### config.mk
export PLATFORM = sky130hd
export DESIGN_NAME = egress_arbiter_2to1
export DESIGN_NICKNAME = d
export VERILOG_FILES = /design/src/rtl/egress_pkg.sv /design/src/rtl/egress_arbiter_2to1_arb.sv /design/src/rtl/egress_arbiter_2to1.sv
export SDC_FILE = /design/constraint.sdc
export NUM_CORES = 1
export LEC_CHECK = 0
export CAP_MARGIN = 40
export CELL_PAD_IN_SITES_DETAIL_PLACEMENT = 1
export CELL_PAD_IN_SITES_GLOBAL_PLACEMENT = 1
export CORE_MARGIN = 8
export CORE_UTILIZATION = 35
export DETAILED_ROUTE_END_ITERATION = 10
export PLACE_DENSITY_LB_ADDON = 0.25
export SLEW_MARGIN = 5
export SYNTH_ARGS = -nofsm -noshare
export SYNTH_HDL_FRONTEND = slang
export SYNTH_SLANG_ARGS = --single-unit
### constraint.sdc
create_clock -name clk -period 2.25 [get_ports clk]
set_input_delay 0.45 -clock clk [delete_from_list [all_inputs] [get_ports clk]]
set_output_delay 0.45 -clock clk [all_outputs]
set_load 0.02 [all_outputs]
### src/rtl/egress_pkg.sv
// Shared definitions for the two-port router egress stage: state encoding,
// default data width and burst counter width.
package egress_pkg;

   localparam int EGRESS_DATA_W = 8;
   localparam int BURST_W       = 4;

   typedef enum logic [1:0] {
      ST_IDLE   = 2'd0,
      ST_SERVE0 = 2'd1,
      ST_SERVE1 = 2'd2
   } state_t;

endpackage

### src/rtl/egress_arbiter_2to1_arb.sv
// Round-robin arbiter with bounded bursts: picks which output FIFO to pop and
// issues the pop requests, holding off while the egress sink is almost full.
module rr_burst_arbiter
   import egress_pkg::*;
#(
   parameter int MAX_BURST = 4
) (
   input  logic clk,
   input  logic reset,
   input  logic fifo0_empty,
   input  logic fifo1_empty,
   input  logic down_almost_full,
   output logic read0,
   output logic read1
);

   localparam logic [BURST_W-1:0] BURST_LAST = BURST_W'(MAX_BURST - 1);

   state_t             state_q, state_d;
   logic [BURST_W-1:0] burst_q, burst_d;
   logic               ptr_q, ptr_d;

   always_comb begin
      state_d = state_q;
      burst_d = burst_q;
      ptr_d   = ptr_q;
      read0   = 1'b0;
      read1   = 1'b0;
      case (state_q)
         ST_IDLE: begin
            if (!fifo0_empty || !fifo1_empty) begin
               burst_d = '0;
               // Priority source first if it has data, otherwise the other one
               if (ptr_q ? fifo1_empty : !fifo0_empty) state_d = ST_SERVE0;
               else                                    state_d = ST_SERVE1;
            end
         end
         ST_SERVE0: begin
            read0 = !fifo0_empty && !down_almost_full;
            if (fifo0_empty) begin
               ptr_d   = 1'b1;
               burst_d = '0;
               state_d = fifo1_empty ? ST_IDLE : ST_SERVE1;
            end else if (read0) begin
               if (burst_q == BURST_LAST) begin
                  burst_d = '0;
                  if (!fifo1_empty) begin
                     state_d = ST_SERVE1;
                     ptr_d   = 1'b1;
                  end
               end else begin
                  burst_d = burst_q + BURST_W'(1);
               end
            end
         end
         ST_SERVE1: begin
            read1 = !fifo1_empty && !down_almost_full;
            if (fifo1_empty) begin
               ptr_d   = 1'b0;
               burst_d = '0;
               state_d = fifo0_empty ? ST_IDLE : ST_SERVE0;
            end else if (read1) begin
               if (burst_q == BURST_LAST) begin
                  burst_d = '0;
                  if (!fifo0_empty) begin
                     state_d = ST_SERVE0;
                     ptr_d   = 1'b0;
                  end
               end else begin
                  burst_d = burst_q + BURST_W'(1);
               end
            end
         end
         default: state_d = ST_IDLE;
      endcase
   end

   always_ff @(posedge clk) begin
      if (reset) begin
         state_q <= ST_IDLE;
         burst_q <= '0;
         ptr_q   <= 1'b0;
      end else begin
         state_q <= state_d;
         burst_q <= burst_d;
         ptr_q   <= ptr_d;
      end
   end

endmodule

### src/rtl/egress_arbiter_2to1.sv
// Egress stage: merges the router's two output FIFOs into one registered
// byte stream with a fixed two-cycle read-to-output latency.
module egress_arbiter_2to1
   import egress_pkg::*;
#(
   parameter int DATA_W    = EGRESS_DATA_W,
   parameter int MAX_BURST = 4,
   parameter int CNT_W     = 16
) (
   input  logic              clk,
   input  logic              reset,
   input  logic [DATA_W-1:0] fifo0_data,
   input  logic              fifo0_empty,
   input  logic [DATA_W-1:0] fifo1_data,
   input  logic              fifo1_empty,
   input  logic              down_almost_full,
   output logic              read0,
   output logic              read1,
   output logic [DATA_W-1:0] out_data,
   output logic              out_valid,
   output logic              out_src,
   output logic [CNT_W-1:0]  cnt0,
   output logic [CNT_W-1:0]  cnt1
);

   logic              vld_p1_q, vld_p1_d;
   logic              src_p1_q, src_p1_d;
   logic              out_valid_q, out_valid_d;
   logic              out_src_q, out_src_d;
   logic [DATA_W-1:0] out_data_q, out_data_d;
   logic [CNT_W-1:0]  cnt0_q, cnt0_d;
   logic [CNT_W-1:0]  cnt1_q, cnt1_d;

   rr_burst_arbiter #(
      .MAX_BURST(MAX_BURST)
   ) u_arb (
      .clk              (clk),
      .reset            (reset),
      .fifo0_empty      (fifo0_empty),
      .fifo1_empty      (fifo1_empty),
      .down_almost_full (down_almost_full),
      .read0            (read0),
      .read1            (read1)
   );

   always_comb begin
      // Stage p1: a pop was issued last cycle, FIFO data is on the bus now
      vld_p1_d    = read0 || read1;
      src_p1_d    = read1;
      // Stage p2: capture the FIFO word into the output register
      out_valid_d = vld_p1_q;
      out_src_d   = vld_p1_q ? src_p1_q : out_src_q;
      out_data_d  = out_data_q;
      cnt0_d      = cnt0_q;
      cnt1_d      = cnt1_q;
      if (vld_p1_q) begin
         out_data_d = src_p1_q ? fifo1_data : fifo0_data;
         if (src_p1_q) cnt1_d = cnt1_q + CNT_W'(1);
         else          cnt0_d = cnt0_q + CNT_W'(1);
      end
   end

   always_ff @(posedge clk) begin
      if (reset) begin
         vld_p1_q    <= 1'b0;
         src_p1_q    <= 1'b0;
         out_valid_q <= 1'b0;
         out_src_q   <= 1'b0;
         out_data_q  <= '0;
         cnt0_q      <= '0;
         cnt1_q      <= '0;
      end else begin
         vld_p1_q    <= vld_p1_d;
         src_p1_q    <= src_p1_d;
         out_valid_q <= out_valid_d;
         out_src_q   <= out_src_d;
         out_data_q  <= out_data_d;
         cnt0_q      <= cnt0_d;
         cnt1_q      <= cnt1_d;
      end
   end

   assign out_valid = out_valid_q;
   assign out_src   = out_src_q;
   assign out_data  = out_data_q;
   assign cnt0      = cnt0_q;
   assign cnt1      = cnt1_q;

endmodule

=== Word level (Yosys, flattened, before mapping) ===
Index checks and enable logic that the tools add are counted.

* Register bits: 51
* Input bits: 21
* Output and inout port bits: 44
* Word-level logic and storage cells: 72

* Add/subtract/negate cells: 3
* Eq/ne operators: 10
* Mux-type cells: 33
* Bitwise logic cells: 1
* Reductions and logical operators: 15

{| class="wikitable"
|+ Operator list
! operator !! number
|-
| 16-bit by 1-bit adder with 16-bit output, second input constant || 2
|-
| 4-bit 2-to-1 mux || 6
|-
| 2-bit 2-to-1 mux || 11
|-
| 7-bit AND reduction || 2
|-
| 1-bit 2-to-1 mux || 12
|-
| 3-bit by 2-bit inequality test with 1-bit output, second input constant || 4
|-
| 4-bit one-hot mux with 3 select lines || 1
|-
| 8-bit 2-to-1 mux || 1
|-
| 3-bit inequality test, second input constant || 2
|-
| 2-bit one-hot mux with 3 select lines || 1
|-
| 4-bit by 1-bit adder with 4-bit output, second input constant || 1
|-
| 4-bit by 2-bit == test with 1-bit output, second input constant || 1
|-
| 2-bit AND reduction || 2
|-
| 4-bit AND reduction || 1
|-
| 1-bit logical NOT || 3
|-
| 3-bit nonzero test || 1
|-
| 2-bit by 1-bit == test with 1-bit output, second input constant || 1
|-
| 2-bit == test, second input constant || 1
|-
| 1-bit logical AND || 2
|-
| 2-bit logical NOT || 1
|-
| 1-bit logical OR || 2
|-
| 2-bit by 1-bit inequality test with 1-bit output, second input constant || 1
|-
| 1-bit one-hot mux with 2 select lines || 1
|-
| 2-bit nonzero test || 1
|-
| 1-bit NOT || 1
|}

=== Depth between registers and ports, before layout ===
Gate-level depths: netlist of the first run.

* Word-level depth: 5
* Depth in mapped cells: 7
* Mapped depth without buffers: 6

=== By module ===
Synthesis of the first run repeated with hierarchy kept, for this count alone.

* Cells, all modules: 278
* Area, all modules: 2,517.4 µm²

{| class="wikitable"
|+ Modules (own cells, without submodules)
! module !! instances !! cells each !! area each (µm²) !! sequential area each (µm²)
|-
| egress_arbiter_2to1 || 1 || 213 || 1,960.6 || 880.8
|-
| rr_burst_arbiter || 1 || 65 || 556.8 || 140.1
|}

=== Worst setup path before layout of the first run ===
No wires, ideal clock.

* Kind: register to register
* Start: reg cnt1_q[4] (netlist: cnt1[4])
* End: reg cnt1_q[13] (netlist: cnt1[13])
* Library setup time: 0.070 ns
* Arrival time: 1.688 ns
* Data required time: 2.180 ns
* Path slack: 0.491 ns
* Cell stages (with the launch flop): 5
* Path buffers: 0
* Period minus slack after synthesis: 1.759 ns
* Cell sequence: dfxtp_1 > nand4_2 > or4_4 > or3_1 > a21oi_1

* Longest elaborated chain between the ends: 1

{| class="wikitable"
|+ RTL lines
! element !! RTL line !! source
|-
| start, declared || egress_arbiter_2to1.sv:32 || <nowiki>logic [CNT_W-1:0] cnt1_q, cnt1_d;</nowiki>
|-
| start signal, assigned || egress_arbiter_2to1.sv:79 || <nowiki>cnt1_q <= cnt1_d;</nowiki>
|-
| 16-bit by 1-bit adder with 16-bit output || egress_arbiter_2to1.sv:58 || <nowiki>if (src_p1_q) cnt1_d = cnt1_q + CNT_W'(1);</nowiki>
|}

No other way between the ends.
A chain may end at the register's enable or synchronous reset.

=== Final worst setup path of the first run ===
* Start: reg u_arb.state_q[0]
* End: out read1

* Longest elaborated chain between the ends: 2

{| class="wikitable"
|+ RTL lines
! element !! RTL line !! source
|-
| start, declared || egress_arbiter_2to1_arb.sv:19 || <nowiki>state_t state_q, state_d;</nowiki>
|-
| start signal, assigned || egress_arbiter_2to1_arb.sv:84 || <nowiki>state_q <= state_d;</nowiki>
|-
| 2-bit == test || egress_arbiter_2to1_arb.sv:29 || <nowiki>case (state_q)</nowiki>
|-
| 1-bit 2-to-1 mux || egress_arbiter_2to1_arb.sv:29 ||
|-
| end, declared || egress_arbiter_2to1.sv:18 || <nowiki>output logic read1,</nowiki>
|}

No other way between the ends.

==> flow_summary.toml, run 1 <==
[run_status]
status = "finished clean"

[detailed_routing]
drt_iter0_markers = 56
routed_wl_mm = 6.30
drt-vias-per-instance = 5.21
top_layer_used = "met4"
first_pass_iters = 4
drc = 0
vias = 2167
antenna_left = 0
met1Wirelength_mm = 2.89
dr_wl_met2_mm = 3.08
dr_wl_met3_um = 291
routedWlPerCell_um = 15.1

[global_routing]
gr-total-overflow = 0
grt_max_degree = 29
antenna_found_initial = 0
grt_pass1_wl_mm = 10.8
grt_pass1_vias = 2200
grt.total_usage_pct = 13.4

[clock_tree]
cts_buffer_depth = 2
hold_buffers = 0
cts_sinks = 51
cts_tree = "done"
insertion_delay_ns = 0.31
cts_made_buffers = 5
cts_max_level = 2
path_clk_slew_ns = 0.10
postCtsSetupBuffers = 0
clock-root-buffer = "clkbuf_8"

[synth]
ys_warn_count = 0
synthTopCellsByArea = "dfxtp_1 (42%), xor2_1 (6.5%), nor2_1 (5.9%)"
ys_types = 43
syn_area_mm2 = 0.00241
synth-seq-area-share_pct = 42.3
yosys-top-cells-count = "dfxtp_1 (51), nor2_1 (38), xor2_1 (18)"
avgSynthCellArea_um2 = 8.88
yosysTopAreaCell = "dfxtp_1"
synth_top_cell_area_share_pct = 42.3
syn_nets = 301
synth_edf_count = 0
yosys_most_used_dff = "dfxtp_1"
async_flop_share_pct = 0
synth.most_common_cell = "dfxtp_1"
ys_ff_latch = 51
synth_cells = 272

[placed_design]
dpl.hpwl_mm = 4.80
globalplace.congestion = 0.813
port_buffers = 64
dp_slack_ns = 0.0586
dpl_cell_area_mm2 = 0.00316

[worst_setup_path]
crit_required_ns = 1.80
arrival_ns = 1.53
rrSetupSlack_ns = 0.39
worstRegToRegCells = 6
crit_type = "flip-flop to output pin"
worst_setup_path_end_kind = "output pin"
start_kind = "flip-flop"
r2r-start = "u_arb.state_q[0]"
critPathMaxFanout = 4
r2r-end = "u_arb.burst_q[2]"

[floorplanning]
start_util_pct = 35.9
design.core.area_mm2 = 0.00672
die_w_um = 99.1
die_h_um = 99.1
die_area_mm2 = 0.00981
rows = 30
io_pins = 65

[sta]
report.final.slew_viol_count = 0
fin_skew_ns = 0.0105
finalSetupTns_ns = 0
slew_headroom_pct = 63.0
hold_ws_ns = 0.493
finalHoldViolCount = 0
timing.final.crit_share_pct = 88.1
timing.fmax_ghz = 0.505
worstMarginPinSlew_ns = 0.556
rsz0062_at_grt = "false"
setup_violations = 0
fin_crit_ns = 1.98
setup_ws_ns = 0.269

[worst_hold_path]
hold_end = "cnt0[15]"
min_path_cells = 2
hp-class = "flip-flop to flip-flop"
worstHoldStart = "cnt0[15]"

[pwr]
ir_worst_vdd_uv = 316
power-per-cell-area_mw_per_mm2 = 622
fin_total_pwr_mw = 2.04
p_leak_nw = 1.15

[cells_and_area]
final_area_mm2 = 0.00327
fin_nets = 365
fillCellCount = 796
area_growth_pct = 35.5
diodes = 0
final_layout_size_suffix_gt1_share_pct = 6.85

[job]
cap_violations = 0
[critical path, stage by stage (launching register included)]
cell and delay [ns]:
dfxtp_1 0.40, inv_1 0.10, ha_1 0.24, nand2b_1 0.11
nor2_1 0.04, dlygate4sd2_1 0.32
[metal layers]
metal / track usage (%) / up-vias
li1: - / 1097
met1: 16.0 / 1033
met2: 22.6 / 33
met3: 4.44 / 4
met4: 3.49 / 0
met5: 0 / -
[worst max-delay path by stage]
stage,slack [ns],endpoint,startpoint,cells after the start
4_1_cts,0.01,read0,u_arb.state_q[1],5
5_1_grt,0.11,read1,u_arb.state_q[0],5
2_1_floorplan,0.49,cnt1[13],cnt1[4],4
6_report,0.27,read1,u_arb.state_q[0],5
3_3_place_gp,0.06,read1,fifo1_empty,4
3_5_place_dp,0.06,read1,fifo1_empty,4
[flip-flops by register name, indices dropped and copies added, names as in the netlist]
| signal | cells |
|---|---|
| src_p1_q | 1 |
| out_valid | 1 |
| u_arb.burst_q | 4 |
| out_valid_d | 1 |
| out_data | 8 |
| cnt1 | 16 |
| out_src | 1 |
| u_arb.state_q | 2 |
| cnt0 | 16 |
| u_arb.ptr_q | 1 |
[power breakdown]
group,internal [mW],switching [mW],total (mW)
clock,0.325,0.310,0.636
sequential,0.942,0.0403,0.983
combinational,0.200,0.217,0.418
total,1.47,0.568,2.04
[cells by family after synthesis]
group,count (synthesis),synth area share [%]
compound gates,48,13.3
xor+xnor,22,7.98
fa+ha+maj,8,4.15
buf+inv,21,3.37
flops,51,42.3
mux,10,4.20
simple gates,112,24.7
[layout by cell type, fill, tap and decap left out, types with 6 or more instances in the layout]
cell type / netlist / final
nand2_1: 15 / 15
clkdlybuf4s50_1: 0 / 61
dfxtp_1: 51 / 51
nand3_1: 12 / 12
mux2i_1: 9 / 9
nor2_1: 38 / 38
a21oi_1: 15 / 15
nand2b_1: 6 / 6
xor2_1: 18 / 18
ha_1: 8 / 8
inv_1: 6 / 6
nand4_1: 12 / 12
a211oi_1: 11 / 11
o21ai_0: 8 / 8
buf_4: 0 / 7
[through the flow]
step / util (%) / std cells
after floorplan: - / 272
after global placement: 47.1 / 409
after detailed placement: 47.1 / 409
after CTS: 48.7 / 416
after global routing: 48.7 / 416
final: 48.7 / 416
[timing repair]
item                                    CTS  global route
endpoints found under the hold margin     0             0
gates resized for setup                   1             1
pin swaps                                 0             0
endpoints found under the setup margin    1             1
[final cells by class]
| class | count | area, um2 | area share, % |
|---|---|---|---|
| sequential | 51 | 1020 | 31.2 |
| tap | 80 | 100 | 3.06 |
| timing repair buffer | 72 | 709 | 21.7 |
| multi-input combinational | 200 | 1310 | 40.1 |
| clock buffer | 5 | 68.8 | 2.10 |
| clock inverter | 2 | 37.5 | 1.15 |
| inverter | 6 | 22.5 | 0.688 |
Power figures use the tool's default switching activity.
==> inputs of run 2 (changes only) <==
--- a/config.mk
+++ b/config.mk
@@ -5,10 +5,10 @@
 export SDC_FILE = /design/constraint.sdc
 export NUM_CORES = 1
 export LEC_CHECK = 0
-export CAP_MARGIN = 40
+export CAP_MARGIN = 20
 export CELL_PAD_IN_SITES_DETAIL_PLACEMENT = 1
 export CELL_PAD_IN_SITES_GLOBAL_PLACEMENT = 1
-export CORE_MARGIN = 8
+export CORE_MARGIN = 2
 export CORE_UTILIZATION = 35
 export DETAILED_ROUTE_END_ITERATION = 10
 export PLACE_DENSITY_LB_ADDON = 0.25
==> run 2 against run 1 <==
Effect of this change: sequential share of layout area is 0.16 points higher; first-iteration DRC count grew 71%; die area fell by 23%; largest power group unchanged; non-clock buffer count grew 1; worst setup slack worse by 0.0035 ns; final area fell by 0.50%; clock power down 13%; largest cell class unchanged; final cell count grew 0.48%.
==> flow_summary.toml, run 2 (synthesis results as in run 1) <==
[clock_tree]
clock-root-buffer = "clkbuf_8"
cts_made_buffers = 5
insertion_delay_ns = 0.31
cts_max_level = 2
hold_buffers = 0
path_clk_slew_ns = 0.09
cts_buffer_depth = 2
cts_tree = "done"
cts_sinks = 51

[sta]
report.final.slew_viol_count = 0
setup_violations = 0
timing.fmax_ghz = 0.504
worstMarginPinSlew_ns = 0.531
fin_skew_ns = 0.0139
rsz0062_at_grt = "false"
finalSetupTns_ns = 0
slew_headroom_pct = 64.6
fin_crit_ns = 1.98
finalHoldViolCount = 0
hold_ws_ns = 0.482
timing.final.crit_share_pct = 88.2
setup_ws_ns = 0.265

[worst_hold_path]
hp-class = "flip-flop to flip-flop"
min_path_cells = 2
hold_end = "out_src"
worstHoldStart = "out_src"

[detailed_routing]
drt_iter0_markers = 96
antenna_left = 0
vias = 2206
first_pass_iters = 4
drt-vias-per-instance = 5.28
routedWlPerCell_um = 14.2
routed_wl_mm = 5.94
drc = 0

[cells_and_area]
final_common_cell = "clkdlybuf4s50_1"
fin_nets = 366
area_growth_pct = 34.8
final_cell_mix = "clkdlybuf4s50_1 (61), dfxtp_1 (51), nor2_1 (38)"
diodes = 0
final_layout_size_suffix_gt1_share_pct = 7.10
fillCellCount = 793

[job]
cap_violations = 0

[pwr]
power_switching_mw = 0.560
clockPowerShare_pct = 28.4
p_seq_share_pct = 50.3
fin_total_pwr_mw = 1.95
ir_worst_vdd_uv = 288
p_leak_nw = 1.15
p_int_mw = 1.39
p_sw_share_pct = 28.7
power-per-cell-area_mw_per_mm2 = 600
power_frac_comb_pct = 21.2

[placed_design]
dp_slack_ns = 0.0385
port_buffers = 64
dpl.hpwl_mm = 4.41
globalplace.congestion = 0.762

[worst_setup_path]
r2r-end = "u_arb.burst_q[2]"
rrSetupSlack_ns = 0.30
arrival_ns = 1.53
r2r-start = "u_arb.state_q[0]"
critPathMaxFanout = 4
start_kind = "flip-flop"
crit_required_ns = 1.80
worst_setup_path_end_kind = "output pin"
worstRegToRegCells = 6
crit_type = "flip-flop to output pin"

[floorplanning]
rows = 30
io_pins = 65
die_h_um = 87.1
start_util_pct = 35.9
die_w_um = 87.1
die_area_mm2 = 0.00758
design.core.area_mm2 = 0.00672

[global_routing]
grt.total_usage_pct = 16.3
gr-total-overflow = 0
grt_pass1_vias = 2132
grt_pass1_wl_mm = 10.0
grt_max_degree = 28
antenna_found_initial = 0

[run_status]
status = "finished clean"
## run 2: layout make-up
class | count | area (um2) | area share, %
clock buffers | 7 | 86.3 | 2.65
clock inverters | 1 | 8.76 | 0.269
inverters | 6 | 22.5 | 0.692
multi-input cells | 200 | 1310 | 40.3
flip-flops and latches | 51 | 1020 | 31.4
well taps | 80 | 100 | 3.07
repair buffers | 73 | 704 | 21.6
## run 2: worst max-delay path by stage
| stage | slack (ns) | from | endpoint |
|---|---|---|---|
| finish | 0.27 | u_arb.state_q[0] | read1 |
| global route | 0.16 | u_arb.state_q[0] | u_arb.burst_q[2] |
| CTS | 0.02 | u_arb.state_q[1] | read0 |
| detailed placement | 0.04 | fifo0_empty | u_arb.burst_q[2] |
| global placement | 0.08 | fifo1_empty | read1 |
| floorplan | 0.49 | cnt1[4] | cnt1[13] |
## run 2: critical path: stages (launching register included)
cell	delay, ns
dfxtp_1	0.41
inv_1	0.10
ha_1	0.26
nand2b_1	0.11
nor2_1	0.04
dlygate4sd2_1	0.32
## run 2: power groups by stage
stage / sequential (mW) / clock, mW / combinational [mW]
2_1_floorplan: 1.01 / 0 / 0.249
3_3_place_gp: 1.00 / 0 / 0.408
3_5_place_dp: 1.01 / 0 / 0.415
4_1_cts: 0.984 / 0.579 / 0.417
5_1_grt: 0.992 / 0.617 / 0.455
6_report: 0.984 / 0.556 / 0.415
## run 2: metal layers
metal	share of wire, %	vias up	GRT usage [%]
met5	0	-	0
met4	1.1	0	4.69
met3	2.8	8	2.94
met2	49	34	27.3
met1	47	1060	21.5
li1	-	1104	-
## run 2: through the flow
step / std cells / utilization (%) / instance area [um2]
2_1_floorplan: 272 / - / 2410
3_3_place_gp: 410 / 47.0 / 3160
3_5_place_dp: 410 / 47.0 / 3160
4_1_cts: 418 / 48.4 / 3250
5_1_grt: 418 / 48.5 / 3260
6_report: 418 / 48.5 / 3260
## run 2: timing repair
action | CTS | global route
setup endpoints to repair | 1 | 1
pin swaps | 0 | 0
gates cloned | 0 | 0
gates resized for setup | 1 | 1
buffers inserted | 0 | 0
